--- src/rtl/bram_operand_fetch.sv ---
// Operand fetch sequencer: walks C = A x B index space, issues paired bram reads
// and streams (a, b, last) pairs to the MAC stage. Tag sidebands under FETCH_TAG_EN.
module bram_operand_fetch #(
  parameter int unsigned ADDR_WIDTH = 4,
  parameter int unsigned DATA_WIDTH = 32,
  parameter int unsigned N          = 2,
  parameter int unsigned A_BASE     = 0,
  parameter int unsigned B_BASE     = 4
) (
  input  logic                    clk,
  input  logic                    rst_n,
  input  logic                    start,
  output logic                    busy,
  output logic                    done,
  output logic                    en_a,
  output logic                    we_a,
  output logic [ADDR_WIDTH-1:0]   addr_a,
  input  logic [DATA_WIDTH-1:0]   dout_a,
  output logic                    en_b,
  output logic                    we_b,
  output logic [ADDR_WIDTH-1:0]   addr_b,
  input  logic [DATA_WIDTH-1:0]   dout_b,
  output logic                    op_valid,
  input  logic                    op_ready,
  output logic [DATA_WIDTH-1:0]   op_a,
  output logic [DATA_WIDTH-1:0]   op_b,
  output logic                    op_last
`ifdef FETCH_TAG_EN
  ,
  output logic [$clog2(N)-1:0]    op_row,
  output logic [$clog2(N)-1:0]    op_col
`endif
);

  localparam int unsigned IDX_W = (N > 1) ? $clog2(N) : 1;

  typedef enum logic [1:0] {S_IDLE, S_ISSUE, S_DRAIN, S_DONE} state_e;

  state_e                  state_q, state_d;
  logic [IDX_W-1:0]        i_q, i_d, j_q, j_d, k_q, k_d;
  logic                    en_q, en_d;
  logic [ADDR_WIDTH-1:0]   addr_a_q, addr_a_d, addr_b_q, addr_b_d;
  logic                    iss_last_q, iss_last_d;
  logic                    rv_q, rv_d, rv_last_q, rv_last_d;
  logic                    busy_q, busy_d, done_q, done_d;
  logic [DATA_WIDTH-1:0]   mem_a_q [2];
  logic [DATA_WIDTH-1:0]   mem_a_d [2];
  logic [DATA_WIDTH-1:0]   mem_b_q [2];
  logic [DATA_WIDTH-1:0]   mem_b_d [2];
  logic [1:0]              mem_last_q, mem_last_d;
  logic                    wr_ptr_q, wr_ptr_d, rd_ptr_q, rd_ptr_d;
  logic [1:0]              cnt_q, cnt_d;
`ifdef FETCH_TAG_EN
  logic [IDX_W-1:0]        iss_row_q, iss_row_d, iss_col_q, iss_col_d;
  logic [IDX_W-1:0]        rv_row_q, rv_row_d, rv_col_q, rv_col_d;
  logic [IDX_W-1:0]        mem_row_q [2];
  logic [IDX_W-1:0]        mem_row_d [2];
  logic [IDX_W-1:0]        mem_col_q [2];
  logic [IDX_W-1:0]        mem_col_d [2];
`endif

  logic                    push, pop, do_issue;
  logic [IDX_W-1:0]        cur_i, cur_j, cur_k;

  // The head is the FIFO entry if any, else the read landing this cycle (bypass).
  assign op_valid = (cnt_q != 2'd0) | rv_q;
  assign op_a     = (cnt_q != 2'd0) ? mem_a_q[rd_ptr_q] : (rv_q ? dout_a : '0);
  assign op_b     = (cnt_q != 2'd0) ? mem_b_q[rd_ptr_q] : (rv_q ? dout_b : '0);
  assign op_last  = (cnt_q != 2'd0) ? mem_last_q[rd_ptr_q] : (rv_q & rv_last_q);
`ifdef FETCH_TAG_EN
  assign op_row   = (cnt_q != 2'd0) ? mem_row_q[rd_ptr_q] : (rv_q ? rv_row_q : '0);
  assign op_col   = (cnt_q != 2'd0) ? mem_col_q[rd_ptr_q] : (rv_q ? rv_col_q : '0);
`endif

  assign busy   = busy_q;
  assign done   = done_q;
  assign en_a   = en_q;
  assign en_b   = en_q;
  assign we_a   = 1'b0;
  assign we_b   = 1'b0;
  assign addr_a = addr_a_q;
  assign addr_b = addr_b_q;

  // Next-state, FIFO bookkeeping and issue control
  always_comb begin
    state_d    = state_q;
    i_d        = i_q;
    j_d        = j_q;
    k_d        = k_q;
    en_d       = 1'b0;
    addr_a_d   = addr_a_q;
    addr_b_d   = addr_b_q;
    iss_last_d = iss_last_q;
    rv_d       = en_q;
    rv_last_d  = iss_last_q;
    busy_d     = busy_q;
    done_d     = 1'b0;
    mem_a_d    = mem_a_q;
    mem_b_d    = mem_b_q;
    mem_last_d = mem_last_q;
    wr_ptr_d   = wr_ptr_q;
    rd_ptr_d   = rd_ptr_q;
    do_issue   = 1'b0;
    cur_i      = i_q;
    cur_j      = j_q;
    cur_k      = k_q;
`ifdef FETCH_TAG_EN
    iss_row_d  = iss_row_q;
    iss_col_d  = iss_col_q;
    rv_row_d   = iss_row_q;
    rv_col_d   = iss_col_q;
    mem_row_d  = mem_row_q;
    mem_col_d  = mem_col_q;
`endif

    pop  = (cnt_q != 2'd0) & op_ready;
    push = rv_q & ~((cnt_q == 2'd0) & op_ready);
    if (push) begin
      mem_a_d[wr_ptr_q]    = dout_a;
      mem_b_d[wr_ptr_q]    = dout_b;
      mem_last_d[wr_ptr_q] = rv_last_q;
`ifdef FETCH_TAG_EN
      mem_row_d[wr_ptr_q]  = rv_row_q;
      mem_col_d[wr_ptr_q]  = rv_col_q;
`endif
      wr_ptr_d = ~wr_ptr_q;
    end
    if (pop) rd_ptr_d = ~rd_ptr_q;
    cnt_d = cnt_q + 2'(push) - 2'(pop);

    case (state_q)
      S_IDLE: begin
        if (start) begin
          state_d  = S_ISSUE;
          busy_d   = 1'b1;
          cur_i    = '0;
          cur_j    = '0;
          cur_k    = '0;
          do_issue = 1'b1;
        end
      end
      S_ISSUE: begin
        // Credit: stored entries plus the read landing next cycle must leave room.
        if ((cnt_d + 2'(en_q)) < 2'd2) do_issue = 1'b1;
      end
      S_DRAIN: begin
        if ((cnt_d == 2'd0) && !en_q) begin
          state_d = S_DONE;
          done_d  = 1'b1;
          busy_d  = 1'b0;
        end
      end
      default: state_d = S_IDLE;
    endcase

    if (do_issue) begin
      en_d       = 1'b1;
      addr_a_d   = ADDR_WIDTH'(A_BASE) + ADDR_WIDTH'(cur_i) * ADDR_WIDTH'(N) + ADDR_WIDTH'(cur_k);
      addr_b_d   = ADDR_WIDTH'(B_BASE) + ADDR_WIDTH'(cur_k) * ADDR_WIDTH'(N) + ADDR_WIDTH'(cur_j);
      iss_last_d = (cur_k == IDX_W'(N - 1));
`ifdef FETCH_TAG_EN
      iss_row_d  = cur_i;
      iss_col_d  = cur_j;
`endif
      i_d = cur_i;
      j_d = cur_j;
      k_d = cur_k + IDX_W'(1);
      if (cur_k == IDX_W'(N - 1)) begin
        k_d = '0;
        j_d = cur_j + IDX_W'(1);
        if (cur_j == IDX_W'(N - 1)) begin
          j_d = '0;
          i_d = cur_i + IDX_W'(1);
          if (cur_i == IDX_W'(N - 1)) begin
            i_d     = '0;
            state_d = S_DRAIN;
          end
        end
      end
    end
  end

  always_ff @(posedge clk or negedge rst_n) begin
    if (!rst_n) begin
      state_q    <= S_IDLE;
      i_q        <= '0;
      j_q        <= '0;
      k_q        <= '0;
      en_q       <= 1'b0;
      addr_a_q   <= '0;
      addr_b_q   <= '0;
      iss_last_q <= 1'b0;
      rv_q       <= 1'b0;
      rv_last_q  <= 1'b0;
      busy_q     <= 1'b0;
      done_q     <= 1'b0;
      mem_a_q    <= '{default: '0};
      mem_b_q    <= '{default: '0};
      mem_last_q <= '0;
      wr_ptr_q   <= 1'b0;
      rd_ptr_q   <= 1'b0;
      cnt_q      <= '0;
`ifdef FETCH_TAG_EN
      iss_row_q  <= '0;
      iss_col_q  <= '0;
      rv_row_q   <= '0;
      rv_col_q   <= '0;
      mem_row_q  <= '{default: '0};
      mem_col_q  <= '{default: '0};
`endif
    end else begin
      state_q    <= state_d;
      i_q        <= i_d;
      j_q        <= j_d;
      k_q        <= k_d;
      en_q       <= en_d;
      addr_a_q   <= addr_a_d;
      addr_b_q   <= addr_b_d;
      iss_last_q <= iss_last_d;
      rv_q       <= rv_d;
      rv_last_q  <= rv_last_d;
      busy_q     <= busy_d;
      done_q     <= done_d;
      mem_a_q    <= mem_a_d;
      mem_b_q    <= mem_b_d;
      mem_last_q <= mem_last_d;
      wr_ptr_q   <= wr_ptr_d;
      rd_ptr_q   <= rd_ptr_d;
      cnt_q      <= cnt_d;
`ifdef FETCH_TAG_EN
      iss_row_q  <= iss_row_d;
      iss_col_q  <= iss_col_d;
      rv_row_q   <= rv_row_d;
      rv_col_q   <= rv_col_d;
      mem_row_q  <= mem_row_d;
      mem_col_q  <= mem_col_d;
`endif
    end
  end

endmodule

--- config.mk ---
export PLATFORM = sky130hd
export DESIGN_NAME = bram_operand_fetch
export DESIGN_NICKNAME = d
export VERILOG_FILES = /design/src/rtl/bram_operand_fetch.sv
export SDC_FILE = /design/constraint.sdc
export NUM_CORES = 1
export LEC_CHECK = 0
export ABC_AREA = 1
export BUFFER_PORTS_ARGS = -buffer_cell sky130_fd_sc_hd__buf_2
export CAP_MARGIN = 20
export CORE_MARGIN = 2
export CORE_UTILIZATION = 57
export CTS_BUF_LIST = sky130_fd_sc_hd__clkbuf_8
export DETAILED_ROUTE_END_ITERATION = 16
export PLACE_DENSITY = 0.83
export SLEW_MARGIN = 20
export SYNTH_ARGS = -nofsm -noshare
export SYNTH_HDL_FRONTEND = slang
export SYNTH_SLANG_ARGS = --single-unit
export TNS_END_PERCENT = 30
--- constraint.sdc ---
create_clock -name clk -period 2.87 [get_ports clk]
set_input_delay 0.861 -clock clk [delete_from_list [all_inputs] [get_ports clk]]
set_output_delay 0.861 -clock clk [all_outputs]
set_load 0.1 [all_outputs]
### Word-level counts from Yosys, hierarchy flattened

Index checks and enable logic that the tools add are counted.

| storage, ports and cells | value |
|---|---|
| bits in registers | 153 |
| input port bits | 68 |
| output and inout port bits | 80 |
| word-level logic and storage cells | 108 |

| cells by class | value |
|---|---|
| $add $sub $neg | 9 |
| order comparisons | 7 |
| equal/unequal tests | 4 |
| mux-type cells | 48 |
| bitwise logic cells | 10 |
| reductions and logical operators | 10 |

Operators with widths:

| cell | number |
|---|---|
| $mux 32 | 11 |
| $bwmux 64 | 2 |
| $demux 32 s1 | 1 |
| $mux 1 | 23 |
| $mux 2 | 6 |
| $logic_not 2->1 | 3 |
| $pmux 2 s3 | 1 |
| $add 2x1->2 | 2 |
| $add 3x2->4 const A | 1 |
| $add 4x1->4 | 1 |
| $and 1x1->1 | 4 |
| $ge 2x2->1 const B | 2 |
| $lt 1x2->1 const B | 2 |
| $ne 2x2->1 const B | 2 |
| $not 1->2 | 2 |
| $pmux 1 s2 | 2 |
| $reduce_bool 2->1 | 2 |
| $add 1x1->1 const B | 3 |
| $add 2x1->3 | 1 |
| $logic_and 1x1->1 | 3 |
| $not 1->1 | 3 |
| $reduce_and 3->1 | 1 |
| $bwmux 2 | 1 |
| $eq 2x1->1 const B | 1 |
| 8 further kinds | 8 |

### Depth between registers and ports, before layout

| depth | value |
|---|---|
| depth in word-level cells | 14 |
| depth in mapped cells | 16 |
| gate-level depth less buffers | 16 |

### Worst setup path after synthesis

OpenSTA, ideal clock, no wires.

| timing | value |
|---|---|
| path type | register -> output |
| from | register rd_ptr_q |
| to | output port op_a[0] |
| arrival | 3,242 ps |
| required time | 2,009 ps |
| setup slack | -1,233 ps |
| cell stages (with the launch flop) | 6 |
| path buffers | 2 |
| cells stage by stage | dfrtp_1 inv_1 buf_2 clkbuf_1 nor2_1 o32ai_1 |

| on the way | value |
|---|---|
| longest elaborated chain between the ends | 5 |

Ends and longest elaborated chain:

| item | line | RTL |
|---|---|---|
| start: declaration | 51 | `logic wr_ptr_q, wr_ptr_d, rd_ptr_q, rd_ptr_d;` |
| start signal: assignment | 228 | `rd_ptr_q <= rd_ptr_d;` |
| $not 1->2 (implied by the code) | 67 | `assign op_a = (cnt_q != 2'd0) ? mem_a_q[rd_ptr_q] : (rv_q ? dout_a : '0);` |
| $mux 32 (implied by the code) (3 in a row) | 67 |  |
| $mux 32 | 67 |  |
| end: declaration | 25 | `output logic [DATA_WIDTH-1:0] op_a,` |

Every way passes these cells. The select of a mux whose other input is x is not followed.

### Worst setup path after layout

| timing | value |
|---|---|
| from | register cnt_q[0] |
| to | output port op_a[15] |

| on the way | value |
|---|---|
| longest elaborated chain between the ends | 2 |

Ends and longest elaborated chain:

| item | line | RTL |
|---|---|---|
| start: declaration | 52 | `logic [1:0] cnt_q, cnt_d;` |
| start signal: assignment | 229 | `cnt_q <= cnt_d;` |
| $reduce_bool 2->1 | 67 |  |
| $mux 32 | 67 |  |

Every way passes these cells.

==> metrics.cfg <==
[yosys]
synth_edf_count=0
yosysTopAreaCellShare_pct=52.9
ys_seq_area_share_pct=52.9
synth_seq_cells=148
synth_common_cells=nand2_1, dfrtp_1, nor2_1, inv_1, o21ai_0
yosysWarnings=0
synth_area_leaders=dfrtp_1, nand2_1, o32ai_1
synth_area_per_cell_um2=8.52
yosysMostFrequentCell=nand2_1
synth_top_cell_by_area=dfrtp_1
synth_async_sr_flop_share_pct=100
netlist_instances=821
netlist_area_um2=7000
synthFlopType=dfrtp_1
ys_types=23

[grt]
grt_start_max_net_pins=75
grt-busiest-layer=met2
antenna_found_initial=0
grt_overflow=0
grt_pass1_vias=6149
met1_usage_pct=37.3
grt_util_met3_pct=5.80
use_met2_pct=46.6
grt_pass1_wl_um=29300
gr-usage-all-layers_pct=28.1

[die]
die_w_um=115
initial_core_util_pct=58.3
coreArea_um2=12000
num_rows=40
die_area_um2=13200
ios=148
die_y_um=115

[place]
dp_hpwl_um=11400
placed_area_um2=9400
numPortBuffers=142
dp.cells=1065
gp_congestion=0.792

[final_layout]
syn_to_final_growth_pct=39.9
nets=1007
final_design_area_no_fill_um2=9790
antennaDiodeCount=0
drive_above_1_share_pct=29.8
final_cells=1094

[run_status]
status=complete, no violations

[sta]
fin_skew_ns=0.00375
max_freq_mhz=355
slew_headroom_pct=54.9
maxSlewViolCount=0
hold_viol=0
period_needed_ns=2.82
hold_slack_ns=0.351
setup_viol=0
tightest_slew_ns=0.676
period_share_pct=98.1

[cts]
clock_latency_ns=0.44
cts_tree=done
htreeDepth=4
post-cts-setup-buffers=0
hold_buffers=0
cts_buffers=17
ctsResizeCount=3
ctsLongestPathBuffers=2
clk_pin_slew_ns=0.07
cts.sinks=148
root_buffer=clkbuf_8

[detailed_routing]
first_pass_iters=5
drtIter0Drc=421
ant_nets=0
vias_per_cell=5.64
drc_errors=0
postRouteWirelength_um=17900
vias=6170
routedWlPerCell_um=16.4

[setup_path]
required_ns=2.01
critical_path.max_fanout=35
startpoint_type=flop
arrival_ns=1.95
end_kind=primary output
crit_type=reg -> out

[flow_run]
drv_cap=0

[hold_path]
worstHoldPathType=in -> async

-- final cells by class --
cell class / count / area [um^2]
clock buffer: 18 / 248
multi-input combinational: 531 / 3360
fill: 693 / 2220
timing repair buffer: 158 / 1910
inverter: 81 / 304
tap: 147 / 184
clock inverter: 11 / 75.1
sequential: 148 / 3710
-- path summary, 6_finish.rpt --
| path | slack, ns | endpoint | start | depth (start not counted) |
|---|---|---|---|---|
| hold / removal | 0.35 | mem_b_q[61]$_DFFE_PN0P_ | rst_n | 1 |
| min in group clk | 0.47 | rv_last_q$_DFF_PN0_ | addr_b[1]$_DFFE_PN0P_ | 0 |
| setup reg to reg | 0.60 | addr_b[0]$_DFFE_PN0P_ | cnt_q[0]$_DFF_PN0_ | 15 |
| setup / recovery | 0.05 | op_a[15] | cnt_q[0]$_DFF_PN0_ | 5 |
| max in group asynchronous | 1.78 | cnt_q[1]$_DFF_PN0_ | rst_n | 2 |
| hold reg to reg | 0.47 | rv_last_q$_DFF_PN0_ | addr_b[1]$_DFFE_PN0P_ | 0 |
-- registers in the layout, indices dropped and copies added, names as in the netlist, 2 cells and up --
register,count
state_q,2
mem_last_q,2
addr_b,3
cnt_q,2
mem_b_q,64
mem_a_q,64
-- cells by family (layout without fill, tap and decap cells) --
kind of cell | Yosys count | count (layout) | synth area share [%]
simple gates | 326 | 326 | 18.0
compound gates | 196 | 196 | 18.9
flops | 148 | 148 | 52.9
buf+inv | 146 | 268 | 9.55
fa+ha+maj | 2 | 2 | 0.358
xor+xnor | 2 | 2 | 0.250
other cells | 1 | 5 | 0.0536
-- through the flow --
| stage | setup slack [ns] | TNS [ns] | util (%) |
|---|---|---|---|
| after detailed placement | 0.286 | 0 | 78.2 |
| after global placement | 0.385 | 0 | 78.2 |
| after CTS | 0.00484 | 0 | 81.1 |
| after floorplan | -1.00 | -15.65 | - |
| final | 0.0549 | 0 | 81.5 |
| after global routing | -0.00306 | -0.00565 | 81.5 |
-- layout by cell type, fill, tap and decap left out --
cell	n
nand2_4	1
nor3_1	1
buf_6	6
o21ai_2	26
buf_2	76
nand3_4	1
o21ai_1	39
or2_4	1
ha_1	2
o32ai_2	45
nand2_2	2
dfrtp_2	2
nor2_4	1
clkinv_2	6
inv_1	84
nand4_1	4
o32ai_1	1
dfrtp_1	146
o32ai_4	19
nor2_1	132
conb_1	5
o21ai_0	66
clkbuf_8	18
inv_2	1
nand3_1	9
bufinv_16	1
nand2_1	174
buf_12	71
xor2_1	2
buf_4	5
-- worst max-delay path, stage by stage (launching register included) --
cell	delay, ns
dfrtp_1	0.42
nor2_4	0.24
buf_12	0.33
buf_12	0.19
o32ai_4	0.10
buf_12	0.19
-- per-layer routing --
metal,wire (um),part of all wire (%),vias to the layer above
met3,1040,5.8,28
met1,7390,41,2979
li1,-,-,2929
met5,0,0,-
met2,9060,51,234
met4,398,2.2,0
Power is not shown: default switching activity piles up to over one toggle a cycle in this logic, so the estimate is an artifact.
